==> src/rtl/spi_pkg.sv <==
// Shared definitions for the SPI ADC MISO receiver: FSM state encoding and
// default parameter values used by spi_adc_miso_rx and spi_sclk_gen.
package spi_pkg;

    typedef enum logic [2:0] {
        IDLE  = 3'd0,
        SETUP = 3'd1,
        SHIFT = 3'd2,
        DONE  = 3'd3,
        GAP   = 3'd4
    } spi_state_e;

    localparam int DEF_CLK_DIV    = 2;
    localparam int DEF_CS_GAP     = 4;
    localparam int DEF_FRAME_BITS = 16;
    localparam int DEF_DATA_BITS  = 12;

endpackage

==> src/rtl/spi_sclk_gen.sv <==
// SPI clock generator: half-period divider plus the sclk flop. The divider is
// held at zero whenever run_i is low, so every frame starts from a clean count.
// rise_o / fall_o mark the clk edge on which a half period ends with sclk low /
// high. stop_i suppresses the falling transition so sclk parks high after the
// last bit; fall_o still fires and tells the FSM the final high phase is over.
module spi_sclk_gen
    import spi_pkg::*;
#(
    parameter int CLK_DIV = DEF_CLK_DIV
) (
    input  logic clk_i,
    input  logic reset_n_i,
    input  logic run_i,
    input  logic stop_i,
    output logic sclk_o,
    output logic rise_o,
    output logic fall_o
);

    localparam logic [7:0] DIV_LAST = 8'(CLK_DIV - 1);

    logic [7:0] div_q, div_d;
    logic       sclk_q, sclk_d;
    logic       half_end;

    // Half-period detection, strobes and next divider / sclk values.
    always_comb begin
        half_end = run_i && (div_q == DIV_LAST);
        rise_o   = half_end && !sclk_q;
        fall_o   = half_end && sclk_q;

        div_d = '0;
        if (run_i && !half_end) begin
            div_d = div_q + 8'd1;
        end

        sclk_d = sclk_q;
        if (!run_i) begin
            sclk_d = 1'b1;
        end else if (rise_o) begin
            sclk_d = 1'b1;
        end else if (fall_o && !stop_i) begin
            sclk_d = 1'b0;
        end
    end

    // Divider and sclk registers; sclk idles high.
    always_ff @(posedge clk_i) begin
        if (!reset_n_i) begin
            div_q  <= '0;
            sclk_q <= 1'b1;
        end else begin
            div_q  <= div_d;
            sclk_q <= sclk_d;
        end
    end

    assign sclk_o = sclk_q;

endmodule

==> src/rtl/spi_adc_miso_rx.sv <==
// SPI ADC receiver (CPOL=1): runs one FRAME_BITS-period frame per accepted
// start, shifts miso in MSB-first on each sclk rise and presents the last
// DATA_BITS bits as sample with a one-cycle sample_valid pulse.
// Optional build macro SPI_ADC_FRAME_CHECK_EN enables the leading-bit check
// that drives frame_err; without it frame_err is tied low and the shift
// register only keeps the DATA_BITS sample bits.
// Frame-end outputs (sample, sample_valid, frame_err, cs_n release) are
// registered while in DONE and become visible in the first GAP cycle, so cs_n
// is high for CS_GAP+1 cycles between back-to-back frames.
module spi_adc_miso_rx
    import spi_pkg::*;
#(
    parameter int CLK_DIV    = DEF_CLK_DIV,
    parameter int CS_GAP     = DEF_CS_GAP,
    parameter int FRAME_BITS = DEF_FRAME_BITS,
    parameter int DATA_BITS  = DEF_DATA_BITS
) (
    input  logic                 clk,
    input  logic                 reset_n,
    input  logic                 start,
    input  logic                 miso,
    output logic                 sclk,
    output logic                 cs_n,
    output logic                 busy,
    output logic [DATA_BITS-1:0] sample,
    output logic                 sample_valid,
    output logic                 frame_err
);

    localparam int BCW = $clog2(FRAME_BITS + 1);
`ifdef SPI_ADC_FRAME_CHECK_EN
    localparam int SR_W = FRAME_BITS;
`else
    localparam int SR_W = DATA_BITS;
`endif
    localparam logic [BCW-1:0] BIT_LAST = BCW'(FRAME_BITS);
    localparam logic [7:0]     GAP_LAST = 8'(CS_GAP - 1);

    spi_state_e           state_q, state_d;
    logic [BCW-1:0]       bit_cnt_q, bit_cnt_d;
    logic [SR_W-1:0]      shift_q, shift_d;
    logic [7:0]           gap_q, gap_d;
    logic [DATA_BITS-1:0] sample_q, sample_d;
    logic                 valid_q, valid_d;
    logic                 cs_n_q, cs_n_d;
    logic                 busy_q, busy_d;
    logic                 run, stop, rise, fall;

    assign run  = (state_q == SETUP) || (state_q == SHIFT);
    assign stop = (bit_cnt_q == BIT_LAST);

    spi_sclk_gen #(
        .CLK_DIV (CLK_DIV)
    ) u_sclk_gen (
        .clk_i     (clk),
        .reset_n_i (reset_n),
        .run_i     (run),
        .stop_i    (stop),
        .sclk_o    (sclk),
        .rise_o    (rise),
        .fall_o    (fall)
    );

    // FSM state register.
    always_ff @(posedge clk) begin
        if (!reset_n) begin
            state_q <= IDLE;
        end else begin
            state_q <= state_d;
        end
    end

    // FSM next-state logic; start only matters in IDLE.
    always_comb begin
        state_d = state_q;
        case (state_q)
            IDLE:    if (start) state_d = SETUP;
            SETUP:   if (fall) state_d = SHIFT;
            SHIFT:   if (fall && stop) state_d = DONE;
            DONE:    state_d = GAP;
            GAP:     if (gap_q == GAP_LAST) state_d = IDLE;
            default: state_d = IDLE;
        endcase
    end

    // Datapath next values: counters cleared in IDLE, shift on sclk rise,
    // sample capture and output flags computed from the next state.
    always_comb begin
        bit_cnt_d = bit_cnt_q;
        shift_d   = shift_q;
        gap_d     = '0;
        sample_d  = sample_q;
        valid_d   = 1'b0;

        if (state_q == IDLE) begin
            bit_cnt_d = '0;
            shift_d   = '0;
        end
        if ((state_q == SHIFT) && rise) begin
            bit_cnt_d = bit_cnt_q + BCW'(1);
            shift_d   = {shift_q[SR_W-2:0], miso};
        end
        if (state_q == GAP) begin
            gap_d = gap_q + 8'd1;
        end
        if (state_q == DONE) begin
            sample_d = shift_q[DATA_BITS-1:0];
            valid_d  = 1'b1;
        end

        cs_n_d = !((state_d == SETUP) || (state_d == SHIFT) || (state_d == DONE));
        busy_d = (state_d != IDLE);
    end

    // Datapath and output registers.
    always_ff @(posedge clk) begin
        if (!reset_n) begin
            bit_cnt_q <= '0;
            shift_q   <= '0;
            gap_q     <= '0;
            sample_q  <= '0;
            valid_q   <= 1'b0;
            cs_n_q    <= 1'b1;
            busy_q    <= 1'b0;
        end else begin
            bit_cnt_q <= bit_cnt_d;
            shift_q   <= shift_d;
            gap_q     <= gap_d;
            sample_q  <= sample_d;
            valid_q   <= valid_d;
            cs_n_q    <= cs_n_d;
            busy_q    <= busy_d;
        end
    end

`ifdef SPI_ADC_FRAME_CHECK_EN
    logic frame_err_q, frame_err_d;

    // Leading-bit check: any 1 ahead of the sample bits flags the frame.
    always_comb begin
        frame_err_d = frame_err_q;
        if (state_q == DONE) begin
            frame_err_d = |shift_q[FRAME_BITS-1:DATA_BITS];
        end
    end

    // Frame error flag register; holds until the next DONE.
    always_ff @(posedge clk) begin
        if (!reset_n) begin
            frame_err_q <= 1'b0;
        end else begin
            frame_err_q <= frame_err_d;
        end
    end

    assign frame_err = frame_err_q;
`else
    assign frame_err = 1'b0;
`endif

    assign cs_n         = cs_n_q;
    assign busy         = busy_q;
    assign sample       = sample_q;
    assign sample_valid = valid_q;

endmodule

==> config.mk <==
export PLATFORM = sky130hd
export DESIGN_NAME = spi_adc_miso_rx
export DESIGN_NICKNAME = d
export VERILOG_FILES = /design/src/rtl/spi_pkg.sv /design/src/rtl/spi_sclk_gen.sv /design/src/rtl/spi_adc_miso_rx.sv
export SDC_FILE = /design/constraint.sdc
export NUM_CORES = 1
export LEC_CHECK = 0
export CORE_MARGIN = 5
export CORE_UTILIZATION = 59
export CTS_CLUSTER_SIZE = 40
export DETAILED_ROUTE_END_ITERATION = 12
export GPL_ROUTABILITY_DRIVEN = 0
export GPL_TIMING_DRIVEN = 0
export PLACE_DENSITY = 0.82
export SLEW_MARGIN = 0
export SYNTH_ARGS = -nofsm -noshare
export SYNTH_HDL_FRONTEND = slang
export SYNTH_HIERARCHICAL = 1
export SYNTH_SLANG_ARGS = --single-unit
export TNS_END_PERCENT = 100
==> constraint.sdc <==
create_clock -name clk -period 6.2 [get_ports clk]
set_clock_uncertainty 0.2 [all_clocks]
set_input_delay 0.62 -clock clk [delete_from_list [all_inputs] [get_ports clk]]
set_output_delay 0.62 -clock clk [all_outputs]
set_load 0.1 [all_outputs]
==> impl_results.md, run 1 <==
- CP max-delay cell: clkdlybuf4s50_1
- Clock Tree Root: clkbuf_8
- Routed vias: 1,677
- Remaining antenna violation count: 0
- Final Hold Violating Endpoints: 0
- Vias per std cell: 5.36
- H-tree levels: 2
- IR drop worst, VDD: 0.137 mV
- Grt total ovfl: 0
- CP Launch Type: flip-flop
- Status: finished clean
- FMAX: 380 MHz
- Hold Startpoint: shift_q[11]
- Top post-synthesis cells by area: dfxtp_1 (48%), nor2b_1 (5.2%), nand2_1 (4.8%), a22oi_1 (4.5%), a21boi_0 (3.8%)
- Max FO, Critical Path: 5
- Worst reg2reg path depth: 9
- # hold bufs at CTS: 0
- Main combinational cell family by area after synthesis: simple AND/OR/NAND/NOR gates
- Critical path buffers and inverters: 1
- Reg2reg setup slack: 3.58 ns
- Design Power: 600 uW
- Global-route wire length before repair: 6890 um
- Crit-path max cell delay: 1.15 ns
- Final period utilization: 42.5%
- Routing usage on met2: 29.1%
- Drt drc: 0
- RSZ-0062 raised after global routing: no
- Ys flop type: dfxtp_1
- Synth Area in Adders: 2.89%
- Cell count after synthesis: 238
- Top Usage Layer GRT: met2
- Mean Syn Cell Area: 9.11 um^2
- Slew Limit Fails: 0
- Layout Nets: 273
- Fraction of layout cells with a size suffix above 1: 7.55%
- Post-CTS Setup Bufs: 0
- Hold Path Cell Cnt: 2
- Max-Slew Margin vs Limit: 33.9%
- # clock sinks: 52
- Die height: 70.6 um
- Min Tclk post-route: 2.63 ns
- Tightest Hold Check Type: flip-flop to flip-flop
- Drt total wl: 3940 um
- XOR/XNOR Fraction of Synth Area: 4.04%
- Most common cell in the synthesized netlist: dfxtp_1
- Num CTS Buffers: 5
- Row Count: 22
- Largest area contributor in the netlist: dfxtp_1
- R2r startpoint: u_sclk_gen/div_q[0]
- Simple logic cell fraction of the synthesized area: 25.3%
- Initial antenna violation count: 0
- IO Pins: 21
- Post_cts resized: 0
- Vias in the first global route: 1,606
- Worst hold endpoint: sample[11]
- Seq/Total Area, Yosys: 48.0%
- Synth Register Bits: 52
- Number of fill cells in the layout: 295
- CTS tree: built
- Mux cell area share after synthesis: 0%
- Antenna diodes: 0
- Initial DRC count: 96
- Clk buf depth: 2
- Setup Crit Path Kind: flip-flop to output port
- DP HPWL: 2790 um
- Delay-heaviest family, CP: buffers and inverters
- Critical R2R Capture: bit_cnt_q[2]
- Synth cell count leaders: dfxtp_1 (52), nand2_1 (28), nor2_1 (21)
- Yosys cell types: 38
- Met1 Resource Use GR: 20.5%
- Largest net degree at the start of global routing: 16
- Synthesized area: 2170 um^2
- IO Port Bufs: 19
- Drt first pass iters: 4
- Area grow syn2layout: 16.5%
- Gr usage total: 16.8%
- Synth Net Count: 247
- Compound-gate portion of the synthesized area: 15.8%
- Die ar.: 4990 um^2
- PD cells: 237 nW/um^2
- Footprint of the multi-input gates: 1050 um^2
- Fraction of registers with async set/reset: 0%
- P_leak: 0.000887 uW
- Number of synthesized flops with an enable pin: 0
- Worst EP required: 5.38 ns
- Setup TNS Final: 0 ns
- Setup Viol. Count Final: 0
- GR met3 Demand/Resource: 3.98%
- Critical path cell sequence: clkdlybuf4s50_1
- Worst slew pin tran: 0.988 ns
- Initial Util: 60.1%
- Core ar.: 3610 um^2
- YS warnings: 6
- Clk Latency, worst-skew pair: 0.29 ns
- Yosys top cell area share: 48.0%
- Max_cap viols: 0
- CTS clk-pin slew, worst paths: 0.09 ns
- WP data arrival: 1.81 ns
- Register area: 1040 um^2
- Critical path capture point type: output port
- Wirelength per Cell: 12.6 um
- Die boundary width: 70.6 um
## where the power goes
group / switching [uW] / internal (uW)
logic: 27.5 / 13.0
clock network: 101 / 120
registers: 1.64 / 336
## worst max path at each step
stage,startpoint,endpoint,depth (start not counted)
after detailed placement,u_sclk_gen/div_q[0],shift_q[3],9
after global placement,u_sclk_gen/div_q[0],bit_cnt_q[3],7
after global routing,u_sclk_gen/div_q[0],shift_q[3],9
after CTS,u_sclk_gen/sclk_o,sclk,1
after floorplan,u_sclk_gen/div_q[0],bit_cnt_q[4],7
final,u_sclk_gen/sclk_o,sclk,1
## layout by cell type, fill, tap and decap left out, drive strengths merged, types with 2 or more instances in the layout
cell           Yosys  final
dfxtp             52     52
nand2             28     28
nor2              21     21
clkdlybuf4s50      0     19
nor2b             18     18
a21boi            14     14
a22oi             13     13
nand3             12     12
clkbuf             6     12
o21ai             10     10
inv                7      7
xor2               7      7
buf                6      6
a21oi              5      5
or3                5      5
ha                 5      5
and3               4      4
xnor2              3      3
nand3b             3      3
o311a              2      2
and3b              2      2
nand4              2      2
o21bai             2      2
## area by class of cell
cell class,instances,share of cell area [%]
clock buffers,6,2.87
flip-flops and latches,52,41.2
inverters,7,1.04
repair buffers,19,7.53
plain buffers,12,2.18
well taps,48,2.38
multi-input cells,167,41.4
clock inverters,2,1.39
## cell families (layout without fill, tap and decap cells)
family                     Yosys count  in the layout
AOI/OAI and AO/OA                   48             48
xor gates and xnor gates            10             10
adders and majority gates            5              5
buffers and inverters               19             46
DFF                                 52             52
other                                1              1
and+or+nand+nor                    103            103
## metal layers
metal	share of wire, %	up-vias
met1	46	784
li1	-	860
met3	3.4	5
met5	0	-
met4	1.3	0
met2	49	28
## state kept, by name, indices dropped and copies added, names as in the netlist
name               flops
shift_q               12
u_sclk_gen/div_q       8
state_q                3
sample                12
cs_n                   1
sample_valid           1
gap_q                  8
u_sclk_gen/sclk_o      1
bit_cnt_q              5
busy                   1
## stage by stage
| step | setup slack (ns) | hold slack [ns] | instances | area, um^2 | util [%] |
|---|---|---|---|---|---|
| floorplan | 3.90 | 0.231 | 238 | 2170 | - |
| global placement | 3.71 | 0.248 | 305 | 2420 | 67.1 |
| detailed placement | 3.63 | 0.253 | 305 | 2420 | 67.1 |
| CTS | 3.55 | 0.269 | 313 | 2530 | 70.1 |
| global route | 3.43 | 0.293 | 313 | 2530 | 70.1 |
| finish | 3.57 | 0.261 | 313 | 2530 | 70.1 |
(Power assumes the default switching activity.)
==> inputs of run 2 (changes only) <==
Settings changed: CORE_UTILIZATION 59 to 56, PLACE_DENSITY 0.82 to 0.78.
Clock period 6.2 ns to 2.57 ns, I/O delays scaled along.
==> impl_results.md, run 2 (synthesized netlist as in run 1, its figures left out) <==
- Status: finished clean
- Setup Viol. Count Final: 0 (unchanged)
- Initial DRC count: 95 (-1.0%)
- CTS clk-pin slew, worst paths: 0.08 ns (about the same)
- Min Tclk post-route: 2.42 ns
- Die boundary width: 72.2 um (+2.3%)
- Worst slew pin tran: 0.967 ns (-0.0212 ns)
- PD cells: 586 nW/um^2 (+150%)
- Drt total wl: 3770 um (-4.5%)
- Final Hold Violating Endpoints: 0 (unchanged)
- Final period utilization: 94.1%
- Tightest Hold Check Type: flip-flop to flip-flop
- Design Power: 1490 uW (+150%)
- Die ar.: 5220 um^2 (+4.6%)
- Grt total ovfl: 0 (unchanged)
- Clk Latency, worst-skew pair: 0.30 ns (about the same)
- FMAX: 413 MHz
- H-tree levels: 2 (unchanged)
- Switching pwr: 330 uW (+150%)
- Largest net degree at the start of global routing: 17 (+1)
- P_leak: 0.000894 uW (+0.77%)
- Commonest non-fill, non-tap cells in the layout: dfxtp_1 (51), nand2_1 (28), nor2_1 (21)
- Drt drc: 0 (unchanged)
- Max FO, Critical Path: 10 (+5)
- Setup Crit Path Kind: flip-flop to flip-flop
- IO Port Bufs: 19 (unchanged)
- Initial Util: 58.4% (-1.8 points)
- Num CTS Buffers: 5 (unchanged)
- Vias per std cell: 5.35 (-0.16%)
- Remaining antenna violation count: 0 (unchanged)
- # hold bufs at CTS: 0 (unchanged)
- # clock sinks: 52 (unchanged)
- Critical path capture point type: flip-flop
- CTS tree: built
- Die height: 72.2 um (+2.3%)
- DP HPWL: 2660 um (-4.4%)
- Clock Tree Root: clkbuf_8
- Worst EP required: 2.56 ns (-2.82 ns)
- Row Count: 22 (unchanged)
- Most common cell after layout, fill and taps aside: dfxtp_1
- Clock network power share: 38.7% (+1.8 points)
- RSZ-0062 raised after global routing: no
- Logic pwr share: 6.6% (-0.2 points)
- Antenna diodes: 0 (unchanged)
- WP data arrival: 2.41 ns (+0.60 ns)
- Fraction of layout cells with a size suffix above 1: 8.71% (+1.2 points)
- Core ar.: 3720 um^2 (+3.1%)
- Layout Nets: 272 (-0.37%)
- Gr usage total: 16.1% (-0.74 points)
- Switching share of power: 22.1% (+0.33 points)
- IR drop worst, VDD: 0.572 mV (+320%)
- Area grow syn2layout: 17.4%
- CP Launch Type: flip-flop
- Drt first pass iters: 4 (unchanged)
- Initial antenna violation count: 0 (unchanged)
- Max-Slew Margin vs Limit: 35.3% (+1.4 points)
- Final Util: 68.5% (-1.5 points)
- Clk buf depth: 2 (unchanged)
- Vias in the first global route: 1,607 (+0.062%)
- Setup TNS Final: 0 ns (unchanged)
- Max_cap viols: 0 (unchanged)
- Wirelength per Cell: 12.1 um (-4.2%)
- Global-route wire length before repair: 6860 um (-0.51%)
- Power Internal: 1160 uW (+150%)
- Slew Limit Fails: 0 (unchanged)
- Routed vias: 1,669 (-0.48%)
- Seq pwr share: 54.6% (-1.8 points)
- IO Pins: 21 (unchanged)
==> run 2: cell count changes in the layout (fill, tap and decap cells not counted), sizes merged <==
cell	change
buf	-1
==> run 2: critical path: stages (launching register included) <==
cell and delay, ns:
dfxtp_1 0.35, inv_1 0.07, ha_1 0.12, or4b_4 0.49
nor2_1 0.13, and3b_1 0.24, o21ai_2 0.13, clkbuf_4 0.22
o311a_1 0.34
==> run 2: area by class of cell <==
class	instances	area (um^2)
clock inverter	2	38.8
clock buffer	6	82.6
timing repair buffer	19	190
buffer	11	56.3
tap	48	60.1
sequential	52	1040
multi-input combinational	167	1050
inverter	7	26.3
fill	310	1170
==> run 2: what timing repair did <==
action	CTS	global route
endpoints found under the setup margin	1	12
setup buffers	0	0
gates resized for setup	1	3
==> run 2: per-stage QoR <==
| step | cell area [um^2] | setup WS, ns | instances | hold slack [ns] |
|---|---|---|---|---|
| after detailed placement | 2420 | -0.00324 | 305 | 0.255 |
| after global placement | 2420 | 0.0438 | 305 | 0.245 |
| after global routing | 2550 | 0.00846 | 312 | 0.286 |
| after floorplan | 2170 | 0.270 | 238 | 0.192 |
| final | 2550 | 0.150 | 312 | 0.264 |
| after CTS | 2540 | 0.0109 | 313 | 0.268 |
==> run 2: power groups by stage <==
stage                     sequential [uW]  clock, uW  combinational [uW]
after floorplan                       858          0                49.0
after global placement                834          0                96.8
after detailed placement              834          0                98.1
after CTS                             815        588                98.3
after global routing                  817        621                 106
final                                 815        578                98.9
==> run 2: layer usage <==
layer  track usage (%)  share of wire, %
met2              24.7                43
met1              21.9                51
met3              4.99               4.5
met5                 0                 0
met4              4.38               1.1
==> run 2: final timing paths <==
| check | from | end | slack [ns] | cells after the start |
|---|---|---|---|---|
| worst max-delay path | u_sclk_gen/div_q[1] | bit_cnt_q[4] | 0.15 | 8 |
| worst max register to register | u_sclk_gen/div_q[1] | bit_cnt_q[4] | 0.15 | 8 |
| worst min-delay path | sample[6] | sample[6] | 0.26 | 2 |
| worst min register to register | sample[6] | sample[6] | 0.26 | 2 |
